===== src/rtl/lsu_pkg.sv =====
// Shared types for the load/store unit.
//   ram_size_e  : access size encoding on the core request port
//   lsu_state_e : LSU control states
//   mem_beat_t  : one memory request beat (we, word address, enables, data)
package lsu_pkg;

    localparam int unsigned DATA_W = 32;
    localparam int unsigned BE_W   = DATA_W / 8;

    typedef enum logic [1:0] {
        BYTE      = 2'b00,
        HALF_WORD = 2'b01,
        WORD      = 2'b10
    } ram_size_e;

    typedef enum logic [2:0] {
        IDLE  = 3'd0,
        REQ1  = 3'd1,
        WAIT1 = 3'd2,
        REQ2  = 3'd3,
        WAIT2 = 3'd4,
        ERR   = 3'd5
    } lsu_state_e;

    typedef struct packed {
        logic              we;
        logic [DATA_W-1:0] addr;
        logic [BE_W-1:0]   be;
        logic [DATA_W-1:0] wdata;
    } mem_beat_t;

    // Byte-enable mask of an access before lane shifting; 0 flags an illegal size.
    function automatic logic [BE_W-1:0] size_mask(input ram_size_e size);
        case (size)
            BYTE:      size_mask = 4'h1;
            HALF_WORD: size_mask = 4'h3;
            WORD:      size_mask = 4'hF;
            default:   size_mask = 4'h0;
        endcase
    endfunction

endpackage


===== src/rtl/lsu_align.sv =====
// Lane alignment for the LSU (purely combinational).
//   Store side: st_size_i/st_offset_i/st_wdata_i -> 8-bit enable over two words,
//               64-bit lane-shifted write data, split flag, size-legal flag.
//   Load side : ld_buf_i (two read words), ld_offset_i, ld_size_i, ld_unsigned_i
//               -> right-aligned, sign/zero-extended load result.
module lsu_align
    import lsu_pkg::*;
(
    input  ram_size_e   st_size_i,
    input  logic [1:0]  st_offset_i,
    input  logic [31:0] st_wdata_i,
    output logic [7:0]  st_be_o,
    output logic [63:0] st_wdata_o,
    output logic        st_split_o,
    output logic        st_size_ok_o,
    input  logic [63:0] ld_buf_i,
    input  logic [1:0]  ld_offset_i,
    input  ram_size_e   ld_size_i,
    input  logic        ld_unsigned_i,
    output logic [31:0] ld_rdata_o
);

    logic [3:0]  mask;
    logic [4:0]  st_sh;
    logic [4:0]  ld_sh;
    logic [31:0] ld_word;

    assign mask         = size_mask(st_size_i);
    assign st_size_ok_o = |mask;
    assign st_sh        = {st_offset_i, 3'b000};
    assign ld_sh        = {ld_offset_i, 3'b000};

    // Enables and data spill into the upper word when the access crosses a boundary.
    assign st_be_o    = {4'b0000, mask} << st_offset_i;
    assign st_wdata_o = {32'd0, st_wdata_i} << st_sh;
    assign st_split_o = |st_be_o[7:4];

    assign ld_word = 32'(ld_buf_i >> ld_sh);

    // Truncate to the access size and extend.
    always_comb begin
        case (ld_size_i)
            BYTE:      ld_rdata_o = ld_unsigned_i ? {24'd0, ld_word[7:0]}
                                                  : {{24{ld_word[7]}}, ld_word[7:0]};
            HALF_WORD: ld_rdata_o = ld_unsigned_i ? {16'd0, ld_word[15:0]}
                                                  : {{16{ld_word[15]}}, ld_word[15:0]};
            default:   ld_rdata_o = ld_word;
        endcase
    end

endmodule


===== src/rtl/lsu.sv =====
// Load/store unit: initiator side of the data-memory req/gnt/rvalid port.
//   Core side  : req_valid_i/req_ready_o handshake with we/addr/size/unsigned/wdata;
//                one-cycle rsp_valid_o pulse with rsp_rdata_o and rsp_err_o.
//   Memory side: mem_req_o/mem_gnt_i address phase (we/addr/be/wdata held until gnt),
//                mem_rvalid_i/mem_rdata_i completion, one beat outstanding.
// Word-crossing accesses become two beats (or an error when MISALIGNED_EN = 0).
module lsu
    import lsu_pkg::*;
#(
    parameter bit MISALIGNED_EN = 1'b1
) (
    input  logic        clk_i,
    input  logic        rst_ni,
    input  logic        req_valid_i,
    output logic        req_ready_o,
    input  logic        req_we_i,
    input  logic [31:0] req_addr_i,
    input  ram_size_e   req_size_i,
    input  logic        req_unsigned_i,
    input  logic [31:0] req_wdata_i,
    output logic        rsp_valid_o,
    output logic [31:0] rsp_rdata_o,
    output logic        rsp_err_o,
    output logic        mem_req_o,
    input  logic        mem_gnt_i,
    output logic        mem_we_o,
    output logic [31:0] mem_addr_o,
    output logic [3:0]  mem_be_o,
    output logic [31:0] mem_wdata_o,
    input  logic        mem_rvalid_i,
    input  logic [31:0] mem_rdata_i
);

    lsu_state_e  state_q, state_d;
    logic        ready_q, ready_d;
    logic        we_q, we_d;
    ram_size_e   size_q, size_d;
    logic        uns_q, uns_d;
    logic [1:0]  off_q, off_d;
    logic [31:0] base_q, base_d;
    logic [3:0]  be_hi_q, be_hi_d;
    logic [31:0] wdata_hi_q, wdata_hi_d;
    logic        split_q, split_d;
    logic [63:0] buf_q, buf_d;
    logic        mem_req_q, mem_req_d;
    mem_beat_t   beat_q, beat_d;
    logic        rsp_valid_q, rsp_valid_d;
    logic [31:0] rsp_rdata_q, rsp_rdata_d;
    logic        rsp_err_q, rsp_err_d;

    logic [7:0]  st_be;
    logic [63:0] st_wdata;
    logic        st_split;
    logic        st_size_ok;
    logic [63:0] ld_buf;
    logic [31:0] ld_rdata;
    logic        finish;

    // Read buffer including the word arriving this cycle, so the result is ready at finish.
    assign ld_buf = (state_q == WAIT2) ? {mem_rdata_i, buf_q[31:0]}
                                       : {buf_q[63:32], mem_rdata_i};

    lsu_align u_align (
        .st_size_i     (req_size_i),
        .st_offset_i   (req_addr_i[1:0]),
        .st_wdata_i    (req_wdata_i),
        .st_be_o       (st_be),
        .st_wdata_o    (st_wdata),
        .st_split_o    (st_split),
        .st_size_ok_o  (st_size_ok),
        .ld_buf_i      (ld_buf),
        .ld_offset_i   (off_q),
        .ld_size_i     (size_q),
        .ld_unsigned_i (uns_q),
        .ld_rdata_o    (ld_rdata)
    );

    // State and datapath registers.
    always_ff @(posedge clk_i or negedge rst_ni) begin
        if (!rst_ni) begin
            state_q     <= IDLE;
            ready_q     <= 1'b1;
            we_q        <= 1'b0;
            size_q      <= BYTE;
            uns_q       <= 1'b0;
            off_q       <= 2'd0;
            base_q      <= 32'd0;
            be_hi_q     <= 4'd0;
            wdata_hi_q  <= 32'd0;
            split_q     <= 1'b0;
            buf_q       <= 64'd0;
            mem_req_q   <= 1'b0;
            beat_q      <= '0;
            rsp_valid_q <= 1'b0;
            rsp_rdata_q <= 32'd0;
            rsp_err_q   <= 1'b0;
        end else begin
            state_q     <= state_d;
            ready_q     <= ready_d;
            we_q        <= we_d;
            size_q      <= size_d;
            uns_q       <= uns_d;
            off_q       <= off_d;
            base_q      <= base_d;
            be_hi_q     <= be_hi_d;
            wdata_hi_q  <= wdata_hi_d;
            split_q     <= split_d;
            buf_q       <= buf_d;
            mem_req_q   <= mem_req_d;
            beat_q      <= beat_d;
            rsp_valid_q <= rsp_valid_d;
            rsp_rdata_q <= rsp_rdata_d;
            rsp_err_q   <= rsp_err_d;
        end
    end

    // Next-state and next-output logic.
    always_comb begin
        state_d     = state_q;
        we_d        = we_q;
        size_d      = size_q;
        uns_d       = uns_q;
        off_d       = off_q;
        base_d      = base_q;
        be_hi_d     = be_hi_q;
        wdata_hi_d  = wdata_hi_q;
        split_d     = split_q;
        buf_d       = buf_q;
        mem_req_d   = mem_req_q;
        beat_d      = beat_q;
        rsp_valid_d = 1'b0;
        rsp_rdata_d = 32'd0;
        rsp_err_d   = 1'b0;
        finish      = 1'b0;

        case (state_q)
            IDLE: begin
                if (req_valid_i) begin
                    we_d       = req_we_i;
                    size_d     = req_size_i;
                    uns_d      = req_unsigned_i;
                    off_d      = req_addr_i[1:0];
                    base_d     = {req_addr_i[31:2], 2'b00};
                    be_hi_d    = st_be[7:4];
                    wdata_hi_d = st_wdata[63:32];
                    split_d    = st_split;
                    if (!st_size_ok || (st_split && !MISALIGNED_EN)) begin
                        state_d = ERR;
                    end else begin
                        state_d      = REQ1;
                        mem_req_d    = 1'b1;
                        beat_d.we    = req_we_i;
                        beat_d.addr  = {req_addr_i[31:2], 2'b00};
                        beat_d.be    = st_be[3:0];
                        beat_d.wdata = st_wdata[31:0];
                    end
                end
            end
            REQ1: begin
                if (mem_gnt_i) begin
                    state_d   = WAIT1;
                    mem_req_d = 1'b0;
                end
            end
            WAIT1: begin
                if (mem_rvalid_i) begin
                    buf_d = ld_buf;
                    if (split_q) begin
                        state_d      = REQ2;
                        mem_req_d    = 1'b1;
                        beat_d.addr  = base_q + 32'd4;
                        beat_d.be    = be_hi_q;
                        beat_d.wdata = wdata_hi_q;
                    end else begin
                        finish = 1'b1;
                    end
                end
            end
            REQ2: begin
                if (mem_gnt_i) begin
                    state_d   = WAIT2;
                    mem_req_d = 1'b0;
                end
            end
            WAIT2: begin
                if (mem_rvalid_i) begin
                    buf_d  = ld_buf;
                    finish = 1'b1;
                end
            end
            ERR: begin
                state_d     = IDLE;
                rsp_valid_d = 1'b1;
                rsp_err_d   = 1'b1;
            end
            default: state_d = IDLE;
        endcase

        if (finish) begin
            state_d     = IDLE;
            rsp_valid_d = 1'b1;
            rsp_rdata_d = we_q ? 32'd0 : ld_rdata;
        end

        ready_d = (state_d == IDLE);
    end

    assign req_ready_o = ready_q;
    assign rsp_valid_o = rsp_valid_q;
    assign rsp_rdata_o = rsp_rdata_q;
    assign rsp_err_o   = rsp_err_q;
    assign mem_req_o   = mem_req_q;
    assign mem_we_o    = beat_q.we;
    assign mem_addr_o  = beat_q.addr;
    assign mem_be_o    = beat_q.be;
    assign mem_wdata_o = beat_q.wdata;

endmodule


===== config.mk =====
export PLATFORM = sky130hd
export DESIGN_NAME = lsu
export DESIGN_NICKNAME = d
export VERILOG_FILES = /design/src/rtl/lsu_pkg.sv /design/src/rtl/lsu_align.sv /design/src/rtl/lsu.sv
export SDC_FILE = /design/constraint.sdc
export NUM_CORES = 1
export LEC_CHECK = 0
export ABC_CLOCK_PERIOD_IN_PS = 3000
export CAP_MARGIN = 20
export CORE_MARGIN = 1
export CORE_UTILIZATION = 55
export CTS_BUF_LIST = sky130_fd_sc_hd__clkbuf_4 sky130_fd_sc_hd__clkbuf_8
export DETAILED_ROUTE_END_ITERATION = 6
export PLACE_DENSITY = 0.91
export SYNTH_ARGS = -nofsm -noshare
export SYNTH_HDL_FRONTEND = slang
export SYNTH_SLANG_ARGS = --single-unit

===== constraint.sdc =====
create_clock -name clk_i -period 3 [get_ports clk_i]
set_input_delay 0.3 -clock clk_i [delete_from_list [all_inputs] [get_ports clk_i]]
set_output_delay 0.3 -clock clk_i [all_outputs]
set_load 0.02 [all_outputs]

==> results by group <==
Critical path
  • Worst EP required: 3.46 ns
  • CP Class: reg -> reg
  • CP Data Arrival Time: ~3.2 ns
  • CP Capture Type: register
  • R2R Path Start: state_q[2]
  • CP Max Fanout: 26
  • CP startpoint: state_q[2]
  • R2R depth: 6
  • R2r endpoint: rsp_rdata_o[11]
  • Crit-path cells: nor3b_4 -> buf_12 -> mux4_2 -> nand2b_1 -> a2111oi_4 -> a221o_1
  • Critical path launch point type: register
  • CP max stage delay: 0.71 ns
  • FF-to-FF setup slack: between 0.2 and 0.3 ns
  • Worst path slowest cell: a2111oi_4
  • Crit path to: rsp_rdata_o[11]

Power and ir drop
  • Clk pwr share: roughly 20%
  • Seq pwr share: 37.0%
  • Switching part of the total: 38.6%
  • Cell Int Power: 0.00922 W
  • Overall power: between 0.015 and 0.02 W
  • PwrDens: between 1000 and 1500 nW/µm²
  • Combinational power share: around 43%
  • Maximum VDD drop: approximately 0.00055 V
  • Sw power: around 0.0058 W
  • Leak: ~6.3 nW

STA
  • Final setup vio count: 0
  • Post-route setup slack: around 0.28 ns
  • Setup Skew: between 0.02 and 0.025 ns
  • TNS Setup: 0 ns
  • Final worst path period need: approximately 2.7 ns
  • Fin crit share: about 90%
  • RSZ-0062 raised after global routing: no
  • Count of pins over their slew limit: 0
  • Least-Margin Pin Slew: approximately 1.0 ns
  • Rel. slew slack: 33.1%
  • Final Hold Fails: 0
  • Fmax: 367 MHz

Final layout
  • Final-stage net count: between 1000 and 1500
  • Area delta synth->final: 26.1%
  • Commonest non-fill, non-tap cell in the layout: dfrtp_1
  • Antenna Cells: 0
  • Layout cell share with drive strength beyond 1: about 17%
  • Most frequent cells in the layout: dfrtp_1, clkdlybuf4s50_1, nand2_1

Synthesis
  • Yosys top cell area share: roughly 48%
  • Area leader, netlist: dfrtp_1
  • #FFs+latches synth: approximately 230
  • Synthesized area: around 12000 µm²
  • Sequential area share after synthesis: between 40% and 50%
  • Unique cell type count in the Yosys netlist: 65
  • Yosys warning count: 0
  • Top cells by area, synth: dfrtp_1, mux4_2, mux2_2, nand2_1, mux2i_1
  • Number of flops mapped to enable cells by yosys: 0
  • Top FF cell, synth: dfrtp_1
  • FFs w/ async S/R, synth: 100%
  • Gate Count Post-Synth: ~1100
  • Mapped Avg Cell Area: 10.7 µm²

Floorplan
  • Initial Utilization: a little under three fifths
  • DIE AREA: 22000 µm²
  • Core Area: 21000 µm²
  • Die Ht: between 100 and 150 µm
  • Die W: around 150 µm
  • I/O pin cnt: 210
  • Core Rows: 53

Routing
  • DRT iter0 DRCs: between 900 and 1000
  • DR pass1 iterations: 5
  • Post-route ant nets: 0
  • Final WL: ~32000 µm
  • Drt via density: 6.21
  • Avg WL per Cell: approximately 20 µm
  • Via count: roughly 9900
  • # DRC: 0

Placement
  • Place WS: roughly 0.39 ns
  • Port bufs: a little over 200
  • GP Congestion: between 0.9 and 1
  • Detailed placement HPWL: roughly 21000 µm

CTS
  • Clock latency on the worst-skew pair: roughly 0.55 ns
  • CTS Buffer Depth: 3
  • Setup Fix Bufs, Post-CTS: 0
  • CTS Root Cell: clkbuf_8
  • Gates resized, CTS repair: 0
  • CTS buffer count: 38
  • CTS clk-pin slew, worst paths: ~0.070 ns
  • CTS sink cnt: 226
  • # H-tree levels: 2
  • TritonCTS clock tree: built

GRT
  • Grt peak-use layer: met2
  • Met1 Resource Use GR: roughly 39%
  • Largest net degree at the start of global routing: 100
  • Met2 Resource Use GR: 47.5%
  • Vias in the first global route: a little under 10000
  • Initial antenna violation count: 1
  • Met3 Track Usage GR: ~6.7%
  • Total gr overflow: 0
  • First-pass GRT wire length: roughly 52000 µm
  • GRT Total Usage: ~30%

Status
  • Status: finished, final reports clean

Hold path
  • Min-Delay Path Class: in -> reg

Run
  • Max_cap viols: 0
critical path: cells and delay by family (launching register included):
family	cells	cell delay, ns
compound gates	2	0.95
buf+inv	1	0.25
flops	1	0.61
mux	1	0.26
simple gates	2	0.57
flip-flops by register name (all words and copies together) (netlist names), 2 cells and up:
register	cells
buf_q	56
mem_wdata_o	32
rsp_rdata_o	32
base_q	30
mem_addr_o	30
wdata_hi_q	24
mem_be_o	4
be_hi_q	3
state_q	3
off_q	2
size_q	2
power by group through the flow:
| stage | Combinational (W) | Sequential, W | Clock (W) |
|---|---|---|---|
| 5_1_grt | 0.00701 | 0.00571 | 0.00315 |
| 6_report | 0.00650 | 0.00556 | 0.00297 |
| 3_3_place_gp | 0.00614 | 0.00545 | 0 |
| 2_1_floorplan | 0.00389 | 0.00573 | 0 |
| 3_5_place_dp | 0.00639 | 0.00555 | 0 |
| 4_1_cts | 0.00647 | 0.00552 | 0.00301 |
kinds of logic (layout without fill, tap and decap cells):
group	count (synthesis)	count (layout)	share of synthesized area, %
compound gates	206	206	11.1
xor+xnor	26	26	1.93
fa+ha+maj	4	4	0.425
buf+inv	99	317	4.31
flops	226	226	48.0
mux	159	159	19.9
other cells	1	2	0.0318
simple gates	381	381	14.3
per-stage QoR:
step           std cells  utilization [%]  cell area, µm²  hold slack [ns]
2_1_floorplan       1103                -           11800          0.00441
3_3_place_gp        1527             66.7           14000            0.381
3_5_place_dp        1527             66.7           14000            0.390
4_1_cts             1596             70.7           14900            0.211
5_1_grt             1596             70.7           14900            0.261
6_report            1596             70.7           14900            0.229
timing repair:
| item | 4_1_cts | 5_1_grt |
|---|---|---|
| endpoints found under the hold margin | 95 | 0 |
| hold buffers | 1 | 0 |
| endpoints found under the setup margin | 0 | 0 |
per-layer routing:
layer  wire length, µm  up-vias
met1             12600     4886
li1                  -     4340
met2             15700      566
met3              2570      113
met4              1390        2
met5                13        -
cell usage after synthesis (6+ instances only):
cell type / number
clkbuf_8: 6
nor3_1: 11
and3_1: 6
o211ai_1: 10
nand2b_1: 10
xnor2_1: 20
nor2_1: 96
buf_2: 22
o21ai_0: 61
mux4_2: 33
o22ai_1: 6
mux2_2: 65
a221o_1: 7
a221oi_1: 9
clkbuf_1: 44
buf_1: 8
a211oi_1: 8
mux2i_1: 45
dfrtp_1: 225
inv_1: 10
xor2_1: 6
a22oi_1: 11
nor4_1: 9
nand3_1: 23
a22o_1: 8
a31oi_1: 18
a21oi_1: 52
nand2_1: 192
mux4_1: 14
worst min path at each step:
stage / from / endpoint / cells after the start
floorplan: rst_ni / base_q[10] / 0
global placement: rst_ni / mem_wdata_o[2] / 1
detailed placement: rst_ni / mem_wdata_o[4] / 1
CTS: req_addr_i[1] / off_q[1] / 3
global route: req_addr_i[1] / off_q[1] / 3
finish: req_addr_i[0] / wdata_hi_q[6] / 3
final cells by class:
| cell class | count | area [µm²] |
|---|---|---|
| fillers | 1398 | 6160 |
| flip-flops and latches | 226 | 5660 |
| multi-input cells | 778 | 5650 |
| repair buffers | 239 | 2350 |
| clock buffers | 62 | 766 |
| well taps | 275 | 344 |
| clock inverters | 6 | 62.6 |
| inverters | 10 | 37.5 |
(Power assumes the default switching activity.)
